### src/rtl/if_id_stage.sv
// Instruction-fetch front end: PC, single-outstanding imem req/ack handshake,
// 2-entry prefetch FIFO that absorbs decode stalls, and the IF/ID register.
module if_id_stage #(
   parameter logic [31:0] RESET_PC  = 32'h0000_3000,
   parameter int          BUF_DEPTH = 2
) (
   input  logic        clk,
   input  logic        reset,
   output logic        imem_req,
   output logic [31:0] imem_addr,
   input  logic        imem_ack,
   input  logic [31:0] imem_rdata,
   input  logic        stall,
   input  logic        flush,
   input  logic        redirect,
   input  logic [31:0] redirect_pc,
   output logic [31:0] ins_out,
   output logic [31:0] nextAddress_out,
   output logic        valid_out
);

   typedef enum logic [1:0] {
      S_IDLE,
      S_FETCH,
      S_WAIT,
      S_DROP
   } state_e;

   typedef struct packed {
      logic [31:0] ins;
      logic [31:0] next_addr;
   } entry_t;

   localparam logic [1:0] BUF_FULL = 2'(BUF_DEPTH);

   state_e      state_q, state_d;
   logic [31:0] pc_q, pc_d;
   logic [31:0] addr_q, addr_d;
   entry_t      buf_q [2];
   entry_t      buf_d [2];
   logic        wr_ptr_q, wr_ptr_d;
   logic        rd_ptr_q, rd_ptr_d;
   logic [1:0]  count_q, count_d;
   logic [31:0] ins_q, ins_d;
   logic [31:0] next_addr_q, next_addr_d;
   logic        valid_q, valid_d;

   logic        xfer;
   logic        ack_keep;
   logic        advance;
   logic        bypass;
   logic        buf_push;
   logic        buf_pop;
   logic [31:0] addr_inc;
   entry_t      head;

   // A word acked in the same cycle as a redirect, or while in DROP, is never kept.
   always_comb begin
      imem_req = (state_q == S_WAIT) || (state_q == S_DROP);
      xfer     = imem_req && imem_ack;
      ack_keep = xfer && (state_q == S_WAIT) && !redirect;
      advance  = !flush && !stall;
      buf_pop  = advance && (count_q != 2'd0);
      bypass   = ack_keep && advance && (count_q == 2'd0);
      buf_push = ack_keep && !bypass;
      addr_inc = addr_q + 32'd4;
      head     = buf_q[rd_ptr_q];
   end

   assign imem_addr = addr_q;

   // NOTE: every combinational output gets a default first, so no path can infer a latch.
   always_comb begin
      buf_d    = buf_q;
      wr_ptr_d = wr_ptr_q;
      rd_ptr_d = rd_ptr_q;
      if (buf_push) begin
         buf_d[wr_ptr_q] = '{ins: imem_rdata, next_addr: addr_inc};
         wr_ptr_d        = ~wr_ptr_q;
      end
      if (buf_pop) begin
         rd_ptr_d = ~rd_ptr_q;
      end
      count_d = count_q + {1'b0, buf_push} - {1'b0, buf_pop};
      if (redirect) begin
         wr_ptr_d = 1'b0;
         rd_ptr_d = 1'b0;
         count_d  = 2'd0;
      end
   end

   always_comb begin
      state_d = state_q;
      pc_d    = pc_q;
      addr_d  = addr_q;
      if (redirect) begin
         pc_d    = redirect_pc;
         state_d = (imem_req && !imem_ack) ? S_DROP : S_FETCH;
      end else begin
         case (state_q)
            S_IDLE:  state_d = S_FETCH;
            S_FETCH: begin
               if (count_q < BUF_FULL) begin
                  addr_d  = pc_q;
                  state_d = S_WAIT;
               end
            end
            S_WAIT: begin
               if (xfer) begin
                  pc_d = pc_q + 32'd4;
                  if (count_d < BUF_FULL) begin
                     addr_d = pc_q + 32'd4;
                  end else begin
                     state_d = S_FETCH;
                  end
               end
            end
            S_DROP: begin
               if (xfer) begin
                  state_d = S_FETCH;
               end
            end
            default: state_d = S_IDLE;
         endcase
      end
   end

   // IF/ID register: flush beats stall beats advance; bypass gives zero-latency delivery.
   always_comb begin
      ins_d       = ins_q;
      next_addr_d = next_addr_q;
      valid_d     = valid_q;
      if (flush) begin
         ins_d       = 32'd0;
         next_addr_d = 32'd0;
         valid_d     = 1'b0;
      end else if (!stall) begin
         if (count_q != 2'd0) begin
            ins_d       = head.ins;
            next_addr_d = head.next_addr;
            valid_d     = 1'b1;
         end else if (bypass) begin
            ins_d       = imem_rdata;
            next_addr_d = addr_inc;
            valid_d     = 1'b1;
         end else begin
            ins_d   = 32'd0;
            valid_d = 1'b0;
         end
      end
   end

   // NOTE: sequential state uses <= so all flops sample pre-edge values together.
   always_ff @(posedge clk or negedge reset) begin
      if (!reset) begin
         state_q     <= S_IDLE;
         pc_q        <= RESET_PC;
         addr_q      <= RESET_PC;
         wr_ptr_q    <= 1'b0;
         rd_ptr_q    <= 1'b0;
         count_q     <= 2'd0;
         ins_q       <= 32'd0;
         next_addr_q <= 32'd0;
         valid_q     <= 1'b0;
      end else begin
         state_q     <= state_d;
         pc_q        <= pc_d;
         addr_q      <= addr_d;
         wr_ptr_q    <= wr_ptr_d;
         rd_ptr_q    <= rd_ptr_d;
         count_q     <= count_d;
         ins_q       <= ins_d;
         next_addr_q <= next_addr_d;
         valid_q     <= valid_d;
      end
   end

   // NOTE: entry storage has no reset; count_q alone decides which entries are live.
   always_ff @(posedge clk) begin
      buf_q <= buf_d;
   end

   assign ins_out         = ins_q;
   assign nextAddress_out = next_addr_q;
   assign valid_out       = valid_q;

   assert property (@(posedge clk) disable iff (!reset) !(buf_push && (count_q == BUF_FULL)));

endmodule
### config.mk
export PLATFORM = sky130hd
export DESIGN_NAME = if_id_stage
export DESIGN_NICKNAME = d
export VERILOG_FILES = /design/src/rtl/if_id_stage.sv
export SDC_FILE = /design/constraint.sdc
export NUM_CORES = 1
export LEC_CHECK = 0
export CELL_PAD_IN_SITES_DETAIL_PLACEMENT = 0
export CELL_PAD_IN_SITES_GLOBAL_PLACEMENT = 2
export CORE_MARGIN = 2
export CORE_UTILIZATION = 33
export CTS_CLUSTER_SIZE = 16
export DETAILED_ROUTE_END_ITERATION = 10
export GPL_TIMING_DRIVEN = 0
export PLACE_DENSITY_LB_ADDON = 0.25
export SYNTH_ARGS = -nofsm -noshare
export SYNTH_HDL_FRONTEND = slang
export SYNTH_SLANG_ARGS = --single-unit
### constraint.sdc
create_clock -name clk -period 4.07 [get_ports clk]
set_input_delay 0.6105 -clock clk [delete_from_list [all_inputs] [get_ports clk]]
set_output_delay 0.6105 -clock clk [all_outputs]
set_load 0.02 [all_outputs]
==> load_flow_metrics.sql <==
INSERT INTO impl_metrics (metric_group, metric, value, unit) VALUES
('global_routing', 'grt.overflow.total', '0', ''),
('worst_hold_path', 'hp-class', 'flip-flop to flip-flop', ''),
('detailed_routing', 'drt_iter0_drc', '416', ''),
('detailed_routing', 'highest-signal-layer', 'met4', ''),
('worst_setup_path', 'setup.worst_path.end_class', 'flip-flop', ''),
('floorplan', 'core', '0.0354', 'sq mm'),
('logic_synthesis', 'syn_inst', '1007', ''),
('worst_setup_path', 'ff2ff_path_depth', '11', ''),
('global_routing', 'gr-usage-all-layers', '17.1', '%'),
('outcome', 'status', 'complete, no violations', ''),
('placed_design', 'dp.final_hpwl', '23.4', 'mm'),
('worst_setup_path', 'endpoint', 'imem_addr[0]', ''),
('logic_synthesis', 'mapped_avg_cell_area', '11.7', 'sq um'),
('clocking', 'cts.sink_count', '263', ''),
('logic_synthesis', 'synth-async-reset-ratio', '51.3', '%'),
('logic_synthesis', 'dominantRegCellSynth', 'sky130_fd_sc_hd__dfrtp_1', ''),
('placed_design', 'io_buffers', '166', ''),
('logic_synthesis', 'synth_enable_flop_cells', '128', ''),
('floorplan', 'die_area', '0.0374', 'sq mm'),
('global_routing', 'number_of_antenna_violations_at_the_first_check_in_global_routing', '0', ''),
('finish', 'num-nets-final', '1287', ''),
('sta', 'grt_setup_unrepaired', 'no', ''),
('placed_design', 'globalplace.congestion', '0.797', ''),
('placed_design', 'detailedPlace.worstSlack', '-1.09', 'ns'),
('floorplan', 'die_width', '193', 'um'),
('worst_setup_path', 'critPathLaunch', 'imem_ack', ''),
('worst_setup_path', 'max_stage_delay', '0.57', 'ns'),
('sta', 'final.setup_skew', '0.0124', 'ns'),
('logic_synthesis', 'synth_cell_types', '58', ''),
('power', 'static-leakage-power', '5.47', 'nW'),
('logic_synthesis', 'yosysSeqAreaShare', '61.1', '%'),
('clocking', 'cts-buffers-inserted', '31', ''),
('global_routing', 'grt_pass1_wl', '50.4', 'mm'),
('worst_setup_path', 'timing.reg2reg.setup_slack', '0.33', 'ns'),
('detailed_routing', 'routed_via_count', '8406', ''),
('logic_synthesis', 'yosys_register_bits', '263', ''),
('global_routing', 'grt_max_degree', '86', ''),
('finish', 'num_antenna_cells', '0', ''),
('sta', 'hold_violations', '0', ''),
('finish', 'final_cell_area', '0.0153', 'sq mm'),
('clocking', 'tritoncts_clock_tree', 'done', ''),
('flow_run', 'timing.max_cap.violations', '0', ''),
('sta', 'finalCritPeriodShare', '94.9', '%'),
('detailed_routing', 'drc', '0', ''),
('worst_setup_path', 'path_cells', 'clkdlybuf4s50_1 -> nand3b_1 -> clkbuf_1 -> or3_1 -> ha_1 -> inv_1 -> ha_1 -> xnor3_1 -> nor2_1 -> o31ai_4 -> buf_4 -> mux2_2', ''),
('finish', 'drive_above_1_share', '8.80', '%'),
('floorplan', 'initial_utilization', '33.4', '%'),
('detailed_routing', 'met2RoutedLength', '15.7', 'mm'),
('sta', 'finalSetupViolCount', '0', ''),
('detailed_routing', 'wl_per_cell', '19.3', 'um'),
('floorplan', 'die-height', '193', 'um'),
('power', 'ir_drop_worst_case_vdd', '0.347', 'mV'),
('detailed_routing', 'final_antenna_net_count', '0', ''),
('sta', 'fmax', '259', 'MHz'),
('sta', 'period_minus_slack', '3.86', 'ns'),
('clocking', 'cts.root.buffer_cell', 'sky130_fd_sc_hd__clkbuf_16', ''),
('floorplan', 'top_level_ports', '168', ''),
('finish', 'area_growth_syn_to_layout', '29.1', '%'),
('worst_setup_path', 'reg2reg_from', 'state_q[0]', ''),
('logic_synthesis', 'synth.yosys.warnings', '0', ''),
('worst_setup_path', 'crit_path_max_fanout', '10', ''),
('clocking', 'cts-htree-levels', '1', ''),
('logic_synthesis', 'syn_area', '0.0118', 'sq mm'),
('worst_setup_path', 'critical_setup_path_kind', 'input port to flip-flop', ''),
('worst_setup_path', 'r2r-end', 'imem_addr[0]', ''),
('worst_setup_path', 'worst_setup_path_start_kind', 'input port', ''),
('global_routing', 'first_global_vias', '8484', ''),
('logic_synthesis', 'synthesized_nets', '1081', ''),
('sta', 'fin_ws', '0.210', 'ns'),
('worst_setup_path', 'slowest_stage', 'sky130_fd_sc_hd__clkdlybuf4s50_1', ''),
('detailed_routing', 'met3_wirelength', '1.35', 'mm');
[worst min-delay path by stage]
| stage | start | to | cells after the start | slack [ns] |
|---|---|---|---|---|
| finish | nextAddress_out[13] | nextAddress_out[13] | 2 | 0.47 |
| global placement | nextAddress_out[13] | nextAddress_out[13] | 2 | 0.47 |
| detailed placement | nextAddress_out[2] | nextAddress_out[2] | 1 | 0.47 |
| global route | nextAddress_out[16] | nextAddress_out[16] | 2 | 0.51 |
| CTS | nextAddress_out[2] | nextAddress_out[2] | 1 | 0.48 |
| floorplan | reset | count_q[0] | 0 | 0.31 |
[timing repair]
action                                  4_1_cts  5_1_grt
buffers inserted                              0        1
pin swaps                                     0        1
endpoints found under the setup margin       32       30
resized for setup                             3       13
hold buffers                                  1        0
hold endpoints to repair                     14        0
[critical path, delay by kind of cell]
kind	cells	cell delay, ns
AO/OA/AOI/OAI	1	0.41
XOR/XNOR	1	0.19
adder cells (fa/ha/maj)	2	0.50
buffers and inverters	4	1.24
multiplexers	1	0.32
AND/OR/NAND/NOR	3	1.06
[cells in the final DEF, fill, tap and decap left out, drive strengths merged, types with 9 or more instances in the layout]
cell type and count:
clkdlybuf4s50 165, dfrtp 131, edfxtp 128, nor2 110, clkbuf 97, nand2 82
o21ai 55, mux2i 53, xnor2 52, a21oi 46, a221o 34, xor2 31
nand4 26, nand3 25, nor3 21, buf 20, nor4 17, inv 14
mux2 13, clkinv 12, or2 9
[metrics by stage]
step | std cells | power [mW] | util (%) | hold slack (ns)
4_1_cts | 1698 | 8.73 | 43.1 | 0.483
6_report | 1699 | 8.63 | 43.1 | 0.474
3_5_place_dp | 1639 | 5.95 | 40.1 | 0.469
2_1_floorplan | 1007 | 4.82 | - | 0.315
3_3_place_gp | 1634 | 5.92 | 39.7 | 0.465
5_1_grt | 1699 | 9.08 | 43.1 | 0.506
[final cells by class]
cell class | instances | area (sq um)
Buffer | 68 | 285
Tap cell | 461 | 577
Clock buffer | 42 | 877
Clock inverter | 16 | 143
Inverter | 14 | 52.6
Multi-Input combinational cell | 662 | 4300
Sequential cell | 263 | 7230
Fill cell | 3465 | 20100
Timing Repair Buffer | 173 | 1800
[report_power, final]
group	leakage, nW	switching [mW]	total (mW)	internal (mW)
sequential	2.87	0.426	3.64	3.21
combinational	2.10	1.31	2.26	0.945
clock	0.498	1.11	2.74	1.63
[cells in the mapped netlist, types with 3 or more instances]
library cell | instances | area share (%)
sky130_fd_sc_hd__ha_1 | 4 | 0.42
sky130_fd_sc_hd__o21ai_1 | 4 | 0.17
sky130_fd_sc_hd__nor4_1 | 15 | 0.79
sky130_fd_sc_hd__nor3b_1 | 4 | 0.25
sky130_fd_sc_hd__nand3b_1 | 3 | 0.19
sky130_fd_sc_hd__a211oi_1 | 6 | 0.38
sky130_fd_sc_hd__o21ai_0 | 49 | 2.1
sky130_fd_sc_hd__or2_2 | 9 | 0.48
sky130_fd_sc_hd__nor2_1 | 110 | 3.5
sky130_fd_sc_hd__nand2_1 | 82 | 2.6
sky130_fd_sc_hd__buf_2 | 9 | 0.38
sky130_fd_sc_hd__dfstp_2 | 4 | 0.89
sky130_fd_sc_hd__mux2_2 | 13 | 1.2
sky130_fd_sc_hd__edfxtp_1 | 128 | 33
sky130_fd_sc_hd__xnor2_1 | 52 | 3.9
sky130_fd_sc_hd__mux2i_1 | 53 | 4.5
sky130_fd_sc_hd__or3_1 | 8 | 0.42
sky130_fd_sc_hd__nand3_1 | 25 | 1.1
sky130_fd_sc_hd__clkbuf_1 | 53 | 1.7
sky130_fd_sc_hd__xor2_1 | 31 | 2.3
sky130_fd_sc_hd__o31ai_1 | 6 | 0.38
sky130_fd_sc_hd__or4_1 | 3 | 0.19
sky130_fd_sc_hd__a221o_1 | 34 | 2.9
sky130_fd_sc_hd__nor2b_1 | 7 | 0.37
sky130_fd_sc_hd__dfrtp_1 | 131 | 28
sky130_fd_sc_hd__a21o_1 | 3 | 0.19
sky130_fd_sc_hd__o2bb2ai_1 | 5 | 0.37
sky130_fd_sc_hd__nand4_1 | 25 | 1.3
sky130_fd_sc_hd__a32o_1 | 3 | 0.25
sky130_fd_sc_hd__nand2b_1 | 4 | 0.21
sky130_fd_sc_hd__a21oi_1 | 46 | 1.9
sky130_fd_sc_hd__inv_1 | 13 | 0.41
sky130_fd_sc_hd__nor3_1 | 21 | 0.89
sky130_fd_sc_hd__and4_1 | 6 | 0.44
sky130_fd_sc_hd__a22oi_1 | 4 | 0.25
[cell families (layout without fill, tap and decap cells)]
group,Yosys count,count (layout),share of synthesized area (%)
buf+inv,82,313,2.78
xor+xnor,84,84,6.34
simple gates,333,333,13.6
mux,66,66,5.73
compound gates,175,175,9.97
fa+ha+maj,4,4,0.423
flops,263,263,61.1
[registers in the layout, indices dropped and copies added, names as in the netlist]
signal / count
ins_out: 32
imem_addr: 32
valid_out: 1
count_q: 2
state_q: 2
buf_q: 128
pc_q: 32
wr_ptr_q: 1
rd_ptr_q: 1
nextAddress_out: 32
[layer usage]
layer	vias up	global-route usage (%)
li1	4086	-
met4	0	3.79
met1	4075	23.8
met2	202	28.6
met3	43	2.25
met5	-	0
Note: power is estimated with default switching activity, not from simulation.
